--- src/rtl/div_pkg.sv ---
// Shared FSM encoding and width helper for the iterative restoring divider.
package div_pkg;

  typedef enum logic [1:0] {
    IDLE = 2'd0,
    RUN  = 2'd1,
    DONE = 2'd2
  } div_state_e;

  function automatic int div_cnt_width(input int w);
    return $clog2(w + 1);
  endfunction

endpackage

--- src/rtl/div_step.sv ---
// One restoring-division iteration: shift the working register, trial-subtract, keep or restore.
module div_step
  import div_pkg::*;
#(
  parameter int WIDTH = 5
) (
  input  logic [2*WIDTH:0]  w,
  input  logic [WIDTH-1:0]  divisor,
  output logic [2*WIDTH:0]  w_next
);

  logic [2*WIDTH:0] shifted;
  logic [WIDTH:0]   trial;
  logic             unused_w_msb;

  // The partial remainder is always below the divisor, so the top bit is shifted out as zero.
  assign unused_w_msb = w[2*WIDTH];

  always_comb begin
    shifted = {w[2*WIDTH-1:0], 1'b0};
    trial   = shifted[2*WIDTH:WIDTH] - {1'b0, divisor};
    w_next  = shifted;
    if (!trial[WIDTH]) begin
      w_next = {trial, shifted[WIDTH-1:1], 1'b1};
    end
  end

endmodule

--- src/rtl/seq_divider_param.sv ---
// Iterative restoring divider, one quotient bit per clock, start/done handshake.
// Define DIVIDER_SIGNED_EN to treat operands as two's complement (truncating division).
module seq_divider_param
  import div_pkg::*;
#(
  parameter int WIDTH = 5
) (
  input  logic             clk,
  input  logic             clr,
  input  logic             start,
  input  logic [WIDTH-1:0] dividend,
  input  logic [WIDTH-1:0] divisor,
  output logic             ready,
  output logic             busy,
  output logic             done,
  output logic [WIDTH-1:0] quotient,
  output logic [WIDTH-1:0] remainder,
  output logic             div_by_zero
);

  localparam int CNT_W = div_cnt_width(WIDTH);

  div_state_e       state, state_nxt;
  logic [CNT_W-1:0] cnt;
  logic [2*WIDTH:0] w_reg, w_step;
  logic [WIDTH-1:0] dvsr;
  logic [WIDTH-1:0] a_mag, b_mag;
  logic [WIDTH-1:0] q_fin, r_fin;
  logic             last_step;

`ifdef DIVIDER_SIGNED_EN
  logic sign_q, sign_r;

  function automatic logic [WIDTH-1:0] apply_sign(input logic [WIDTH-1:0] mag, input logic neg);
    return neg ? (~mag + 1'b1) : mag;
  endfunction

  // Most-negative operand maps to 2^(WIDTH-1), which still fits as an unsigned magnitude.
  assign a_mag = apply_sign(dividend, dividend[WIDTH-1]);
  assign b_mag = apply_sign(divisor, divisor[WIDTH-1]);
  assign q_fin = apply_sign(w_step[WIDTH-1:0], sign_q);
  assign r_fin = apply_sign(w_step[2*WIDTH-1:WIDTH], sign_r);
`else
  assign a_mag = dividend;
  assign b_mag = divisor;
  assign q_fin = w_step[WIDTH-1:0];
  assign r_fin = w_step[2*WIDTH-1:WIDTH];
`endif

  div_step #(.WIDTH(WIDTH)) u_step (
    .w       (w_reg),
    .divisor (dvsr),
    .w_next  (w_step)
  );

  assign last_step = (cnt == CNT_W'(WIDTH - 1));

  always_comb begin
    state_nxt = state;
    ready     = 1'b0;
    busy      = 1'b0;
    done      = 1'b0;
    case (state)
      IDLE: begin
        ready = 1'b1;
        if (start) state_nxt = (divisor == '0) ? DONE : RUN;
      end
      RUN: begin
        busy = 1'b1;
        if (last_step) state_nxt = DONE;
      end
      DONE: begin
        done      = 1'b1;
        state_nxt = IDLE;
      end
      default: state_nxt = IDLE;
    endcase
  end

  always_ff @(posedge clk) begin
    if (clr) state <= IDLE;
    else     state <= state_nxt;
  end

  always_ff @(posedge clk) begin
    if (clr) begin
      cnt         <= '0;
      w_reg       <= '0;
      dvsr        <= '0;
      quotient    <= '0;
      remainder   <= '0;
      div_by_zero <= 1'b0;
`ifdef DIVIDER_SIGNED_EN
      sign_q      <= 1'b0;
      sign_r      <= 1'b0;
`endif
    end else begin
      case (state)
        IDLE: begin
          if (start) begin
            if (divisor == '0) begin
              quotient    <= '1;
              remainder   <= dividend;
              div_by_zero <= 1'b1;
            end else begin
              w_reg       <= {{(WIDTH+1){1'b0}}, a_mag};
              dvsr        <= b_mag;
              cnt         <= '0;
              div_by_zero <= 1'b0;
`ifdef DIVIDER_SIGNED_EN
              sign_q      <= dividend[WIDTH-1] ^ divisor[WIDTH-1];
              sign_r      <= dividend[WIDTH-1];
`endif
            end
          end
        end
        RUN: begin
          w_reg <= w_step;
          cnt   <= cnt + 1'b1;
          if (last_step) begin
            quotient  <= q_fin;
            remainder <= r_fin;
          end
        end
        default: ;
      endcase
    end
  end

endmodule

--- config.mk ---
export PLATFORM = sky130hd
export DESIGN_NAME = seq_divider_param
export DESIGN_NICKNAME = d
export VERILOG_FILES = /design/src/rtl/div_pkg.sv /design/src/rtl/div_step.sv /design/src/rtl/seq_divider_param.sv
export SDC_FILE = /design/constraint.sdc
export NUM_CORES = 1
export LEC_CHECK = 0
export ABC_AREA = 1
export CAP_MARGIN = 25
export CELL_PAD_IN_SITES_DETAIL_PLACEMENT = 1
export CELL_PAD_IN_SITES_GLOBAL_PLACEMENT = 2
export CORE_ASPECT_RATIO = 1.4
export CORE_MARGIN = 2
export CORE_UTILIZATION = 32
export CTS_CLUSTER_DIAMETER = 120
export CTS_CLUSTER_SIZE = 28
export DETAILED_ROUTE_END_ITERATION = 10
export GPL_ROUTABILITY_DRIVEN = 0
export PLACE_DENSITY = 0.95
export SLEW_MARGIN = 20
export SYNTH_ARGS = -nofsm -noshare
export SYNTH_HDL_FRONTEND = slang
export SYNTH_HIERARCHICAL = 1
export SYNTH_SLANG_ARGS = --single-unit
--- constraint.sdc ---
create_clock -name clk -period 5.6 [get_ports clk]
set_clock_uncertainty 0.1 [all_clocks]
set_input_delay 0.84 -clock clk [delete_from_list [all_inputs] [get_ports clk]]
set_output_delay 0.84 -clock clk [all_outputs]
set_load 0.01 [all_outputs]
After elaboration in Yosys (flattened, before gate mapping) --
Index checks and enable logic that the tools add are counted.
Word-level totals: input bits 13, bits in registers 31, output and inout port bits 14
Operators by class: bitwise operators 1, add/sub/neg operators 2, equal/unequal tests 7, muxes and demuxes 23, reduce and logical (&&, ||, !) cells 8
Operators with widths (number):
- 10-bit 2-to-1 mux | 3
- 5-bit 2-to-1 mux | 6
- 10-bit case mux with 2 select lines | 1
- 5-bit case mux with 2 select lines | 2
- 2-bit inequality test (second input constant) | 4
- 2-bit 2-to-1 mux | 3
- 3-bit 2-to-1 mux | 2
- 3-bit case mux with 2 select lines | 1
- 3-bit AND reduction | 2
- 6-bit by 5-bit subtractor with 6-bit output | 1
- 5-bit logical NOT | 1
- 1-bit 2-to-1 mux | 4
- 2-bit case mux with 2 select lines | 1
- 2-bit AND reduction | 2
- 4-bit AND reduction | 1
- 3-bit by 1-bit adder with 3-bit output (second input constant) | 1
- 3-bit == test (second input constant) | 1
- 2-bit by 1-bit == test with 1-bit output (second input constant) | 1
- 2-bit == test (second input constant) | 1
- 2-bit logical NOT | 1
- 2-bit nonzero test | 1
- 1-bit inverter | 1

Depth between registers and ports, before layout --
Gate-level depths: netlist (run 1).
word-level depth 4, gate-level depth with buffers 15

Modules after synthesis --
The synthesis (run 1) kept the hierarchy.
By module, submodules not included:
- seq_divider_param | cells an instance 197, area each 1437.6 um2, times used 1
- div_step | cells an instance 58, area each 325.3 um2, times used 1

Worst setup path before layout (run 1) --
Ideal clock, no wire load.
kind register -> register, from register dvsr[2], to register remainder[2], slack 3476 ps, arrival 1909 ps, path buffers 0, required time 5385 ps, stages on the path, launching flop included 14, cells stage by stage dfxtp_1 inv_1 ha_1 a21oi_1 o211ai_1 ha_1 inv_1 nand2_1 o21ai_0 nand2_1 nand2_1 nand3b_1 nand2_1 nor2_1
On the way: cells in the longest elaborated chain, start to end 4
RTL lines:
- start, declared | line seq_divider_param.sv:26 | logic [WIDTH-1:0] dvsr;
- start signal, assigned | line seq_divider_param.sv:107 | dvsr <= b_mag;
- 6-bit by 5-bit subtractor with 6-bit output | line div_step.sv:21 | trial = shifted[2*WIDTH:WIDTH] - {1'b0, divisor};
- 10-bit 2-to-1 mux | line div_step.sv:23 | if (!trial[WIDTH]) begin
- via w_step[7] | line seq_divider_param.sv:25 | logic [2*WIDTH:0] w_reg, w_step;
- 5-bit 2-to-1 mux | line seq_divider_param.sv:120 | if (last_step) begin
- 5-bit case mux with 2 select lines | line seq_divider_param.sv:98 | case (state)
- end signal, assigned | line seq_divider_param.sv:103 | remainder <= dividend;
- end signal, assigned | line seq_divider_param.sv:122 | remainder <= r_fin;
- end, declared | line seq_divider_param.sv:17 | output logic [WIDTH-1:0] remainder,
The timed path passes the listed nets, and every way through them passes these cells. The select of a mux whose other input is x is not followed. A chain may end at the register's enable or synchronous reset.

Worst setup path after layout (run 1) --
from register state[0], to output port busy
On the way: cells in the longest elaborated chain, start to end 2
RTL lines:
- start, declared | line seq_divider_param.sv:23 | div_state_e state, state_nxt;
- start signal, assigned | line seq_divider_param.sv:82 | else state <= state_nxt;
- 2-bit by 1-bit == test with 1-bit output | line seq_divider_param.sv:63 | case (state)
- 1-bit 2-to-1 mux | line seq_divider_param.sv:63
- end, declared | line seq_divider_param.sv:14 | output logic busy,
No other way between the ends.

==> out/metrics.yaml, run 1 <==
drt_wl_total_mm: 4.554
initial_utilization_pct: 33.29
netlist_area_sq_mm: 0.001730
critPathBufInv: 2
worst_slew_pin_slew_ns: 0.4851
maxCapViolCount: 0
worst_slack_ns: 2.935
antenna_found_initial: 0
grt_usage_pct: 16.68
area_delta_synth_final_pct: 21.98
ios: 27
die_y_um: 91.01
rows: 31
cts_tree: "built"
viasPerCell: 4.744
ctsHtreeMaxLevel: 2
grt_pass1_wl_mm: 7.693
critPathMaxFanout: 13
holdPathEnd: "dvsr[4]"
final_core_util_pct: 40.61
io_buffers: 26
worst-path-stages: 3
cp-start-kind: "flip-flop"
grt_pass1_vias: 1707
ys_warn_count: 6
clock-sinks: 31
final.setup.tns_ns: 0
worstHoldPathCells: 2
criticalPathCategory: "flip-flop to output pin"
clock.fmax_ghz: 0.3753
endpoint_kind: "output pin"
die-area_sq_mm: 0.006020
period_share_pct: 47.58
mostFrequentLayoutCell: "nand2_1"
dp_slack_ns: 2.847
die_width_um: 66.15
numCtsBuffers: 5
route.vias.total: 1613
drive_gt1_share_pct: 7.299
cp_data_required_time_ns: 4.66
dp_hpwl_mm: 3.415
slew_violations: 0
critPathSlowestCell: "clkdlybuf4s50_1"
outcome: "complete, no violations"
hold_buffers: 0
crit_arrival_ns: 1.72
ctsResizeCount: 0
drt_iter0_drc: 33
synthCells: 251
post_drt_wl_per_cell_um: 13.39
path_clk_slew_ns: 0.07
period_needed_ns: 2.665
drc: 0
drt_pass1_iterations: 4
root_buffer: "clkbuf_8"
ir_worst_vdd_uv: 152.7
largest_reg_flops: 10
p_leak_nw: 0.9415
ant_nets: 0
min_from: "dvsr[4]"
cp_cell_sequence: "inv_2 -> nor2_4 -> clkdlybuf4s50_1"
grt_remaining_overflow: 0
slew_headroom_pct: 67.63
nets: 295
slowest_delay_ns: 0.61
coreArea_sq_mm: 0.005197
reg2reg_to: "remainder[0]"
r2r_start: "dvsr[2]"
synth.avg_cell_area_sq_um: 6.894
powerDensity_mw_per_mm2: 322.0
syn-num-nets: 273
reg2reg_depth: 13
nFillCells: 684
cts_setup_buffers: 0
setup_viol: 0
grt_max_degree: 23
n_antenna_cell: 0
final-seq-area_sq_um: 620.6
multi_input_area_sq_um: 913.4
p_total_mw: 0.6797
hold_viol_final: 0
clock_path_buffers: 2
hold_class: "flip-flop to flip-flop"
final_cell_mix: "nand2_1 (80), dfxtp_1 (31), inv_1 (27), a21oi_1 (27), clkdlybuf4s50_1 (26)"
clkLatencyLatePin_ns: 0.28
path_delay_family: "buffers and inverters"
r2r_setup_slack_ns: 2.96
rsz0062_at_grt: "false"
-- worst register-to-register path, stage by stage (launching register included) --
cell and delay, ns:
dfxtp_1 0.33, inv_1 0.05, ha_1 0.37, a21oi_1 0.24, o211ai_1 0.12, ha_1 0.47
inv_1 0.18, nand2_1 0.09, o21ai_0 0.09, nand2_1 0.11, nand2_1 0.09, nand3b_1 0.17
nand2_1 0.08, nor2_1 0.04
-- worst max-delay path by stage --
stage / start / to
after floorplan: dvsr[2] / remainder[2]
after detailed placement: divisor[2] / quotient[0]
final: state[0] / busy
after global placement: divisor[2] / quotient[0]
after global routing: dvsr[2] / remainder[0]
after CTS: state[0] / busy
-- area by class of cell --
cell class / instances / share of cell area [%]
Multi-Input combinational cell: 179 / 43.27
Timing Repair Buffer: 27 / 12.69
Clock inverter: 2 / 1.660
Tap cell: 66 / 3.912
Inverter: 29 / 5.157
Clock buffer: 6 / 3.912
Sequential cell: 31 / 29.40
-- routing by layer --
| layer | global-route usage (%) | wire, um | vias to the layer above |
|---|---|---|---|
| li1 | - | - | 834 |
| met1 | 17.60 | 1883 | 754 |
| met2 | 30.17 | 2435 | 16 |
| met3 | 3.098 | 91 | 9 |
| met4 | 8.673 | 143 | 0 |
| met5 | 0 | 0 | - |
-- power breakdown --
part	switching (mW)	total, mW	internal, mW	leakage (nW)
clock	0.0869	0.231	0.144	0.0612
sequential	0.0148	0.256	0.242	0.254
combinational	0.115	0.193	0.0771	0.626
total	0.217	0.680	0.463	0.941
-- per-stage QoR --
stage	instances	hold slack, ns	instance area [sq um]
2_1_floorplan	251	0.3394	1730
3_3_place_gp	332	0.3519	1993
6_report	340	0.3619	2111
5_1_grt	340	0.4016	2111
4_1_cts	340	0.3677	2111
3_5_place_dp	332	0.3576	1993
No activity file was read; power rests on OpenSTA's default activity.
==> inputs of run 2 (changes only) <==
--- a/config.mk
+++ b/config.mk
@@ -11,12 +11,12 @@
 export CELL_PAD_IN_SITES_GLOBAL_PLACEMENT = 2
 export CORE_ASPECT_RATIO = 1.4
 export CORE_MARGIN = 2
-export CORE_UTILIZATION = 32
+export CORE_UTILIZATION = 26
 export CTS_CLUSTER_DIAMETER = 120
 export CTS_CLUSTER_SIZE = 28
 export DETAILED_ROUTE_END_ITERATION = 10
 export GPL_ROUTABILITY_DRIVEN = 0
-export PLACE_DENSITY = 0.95
+export PLACE_DENSITY = 0.85
 export SLEW_MARGIN = 20
 export SYNTH_ARGS = -nofsm -noshare
 export SYNTH_HDL_FRONTEND = slang
==> constraint.sdc (replaced) <==
create_clock -name clk -period 2.3 [get_ports clk]
set_clock_uncertainty 0.1 [all_clocks]
set_input_delay 0.345 -clock clk [delete_from_list [all_inputs] [get_ports clk]]
set_output_delay 0.345 -clock clk [all_outputs]
set_load 0.01 [all_outputs]
==> run 2 against run 1 <==
Effect of this change: critical path depth increased by 11; largest power group unchanged; final cell count up 4.7%; sequential cell count did not move; utilization decreased by 6.4 points; die area rose by 22%; highest routed layer unchanged.
==> out/metrics.yaml, run 2 (synthesis gave the netlist of run 1 again) <==
grt_usage_pct: 14.60
clock-sinks: 31
drt_iter0_drc: 45
powerDensity_mw_per_mm2: 726.5
critPathSlowestCell: "dfxtp_1"
clock_path_buffers: 2
grt_remaining_overflow: 0
criticalPathCategory: "flip-flop to flip-flop"
viasPerCell: 4.669
worstHoldPathCells: 2
grt_pass1_vias: 1793
drc: 0
post-place-cells: 348
ant_nets: 0
rows: 35
ctsHtreeMaxLevel: 2
grt_pass1_wl_mm: 8.286
path_clk_slew_ns: 0.07
root_buffer: "clkbuf_8"
nets: 303
cts_setup_buffers: 0
initial_utilization_pct: 26.52
maxCapViolCount: 0
cts_tree: "built"
worst_slew_pin_slew_ns: 0.3685
ctsResizeCount: 0
drive_gt1_share_pct: 13.83
reg2reg_depth: 14
outcome: "complete, no violations"
post_drt_wl_per_cell_um: 13.39
cpMostUsedCell: "nand2_1"
slew_violations: 0
die_y_um: 100.5
die_width_um: 72.95
p_leak_nw: 0.9764
critPathMaxFanout: 6
fin_cells: 356
setup_viol: 0
drt_pass1_iterations: 4
hold_buffers: 0
hold_class: "flip-flop to flip-flop"
period_share_pct: 93.46
cp_data_required_time_ns: 2.38
antenna_found_initial: 0
final_cell_mix: "nand2_1 (79), dfxtp_1 (27), a21oi_1 (26), clkdlybuf4s50_1 (26), inv_1 (25)"
mostFrequentLayoutCell: "nand2_1"
largest_reg_flops: 10
ir_worst_vdd_uv: 254.9
grt_max_degree: 16
slew_headroom_pct: 75.36
hold_viol_final: 0
crit_arrival_ns: 2.23
n_antenna_cell: 0
drt_wl_total_mm: 4.768
clock.fmax_ghz: 0.4652
die-area_sq_mm: 0.007333
endpoint_kind: "flip-flop"
numCtsBuffers: 5
area_delta_synth_final_pct: 28.99
timing.hold.ws_ns: 0.3646
slowest_delay_ns: 0.42
dp_hpwl_mm: 3.708
period_needed_ns: 2.150
coreArea_sq_mm: 0.006525
io_buffers: 26
clkLatencyLatePin_ns: 0.29
cp-start-kind: "flip-flop"
cp_cell_sequence: "ha_4 -> nand2_1 -> inv_1 -> nand4_1 -> o211ai_1 -> ha_1 -> buf_4 -> nand3_1 -> nand2_1 -> nand2_1 -> nand2_1 -> nand3b_1 -> nand2_1 -> nor2_1"
ios: 27
route.vias.total: 1662
run 2: cell types whose count changed in the layout (fill, tap and decap cells not counted), sizes merged:
cell | previous run | this run
buf | 1 | 9
clkbuf | 6 | 8
bufinv | 1 | 0
clkinv | 2 | 1
run 2: final timing paths:
path	start	end	slack [ns]
worst max-delay path	w_reg[7]	remainder[4]	0.15
worst min-delay path	dvsr[2]	dvsr[2]	0.36
worst max register to register	w_reg[7]	remainder[4]	0.15
worst min register to register	dvsr[2]	dvsr[2]	0.36
run 2: layout make-up:
cell class / instances / area, sq um
fillers: 815 / 4293
multi-input cells: 179 / 977.2
flip-flops and latches: 31 / 625.6
repair buffers: 35 / 327.8
inverters: 29 / 108.9
clock buffers: 8 / 100.1
well taps: 74 / 92.59
run 2: power breakdown:
part           total [mW]  internal [mW]  switching [mW]
registers           0.627          0.589          0.0382
logic               0.511          0.226           0.285
clock network       0.483          0.273           0.210
run 2: critical path, delay by kind of cell, from the launching register on:
family	cells	cell delay [ns]
adders and majority gates	2	0.57
DFF	1	0.42
buffers and inverters	2	0.20
and+or+nand+nor	9	0.67
AOI/OAI and AO/OA	1	0.09
run 2: through the flow:
step                setup TNS (ns)  util [%]  worst slack (ns)  total power, mW  cell area [sq um]
global route           -0.00006151     34.21       -0.00006151            1.745               2232
global placement                 0     31.62           0.07210            1.124               2063
detailed placement               0     31.62           0.04923            1.134               2063
floorplan                        0         -            0.1765           0.9610               1730
CTS                              0     33.15           0.03331            1.621               2163
finish                           0     34.21            0.1503            1.622               2232
run 2: layer usage:
layer	global-route usage (%)	wire length (um)
met1	15.60	1959
met4	5.128	62
met2	28.46	2673
met5	0	0
met3	1.800	73
==> inputs of run 3 (changes only) <==
--- a/config.mk
+++ b/config.mk
@@ -16,6 +16,7 @@
 export CTS_CLUSTER_SIZE = 28
 export DETAILED_ROUTE_END_ITERATION = 10
 export GPL_ROUTABILITY_DRIVEN = 0
+export HOLD_SLACK_MARGIN = 0.02
 export PLACE_DENSITY = 0.85
 export SLEW_MARGIN = 20
 export SYNTH_ARGS = -nofsm -noshare
==> results of run 3 <==
Same layout as run 2: the final DEF is identical, and so are final timing and power.
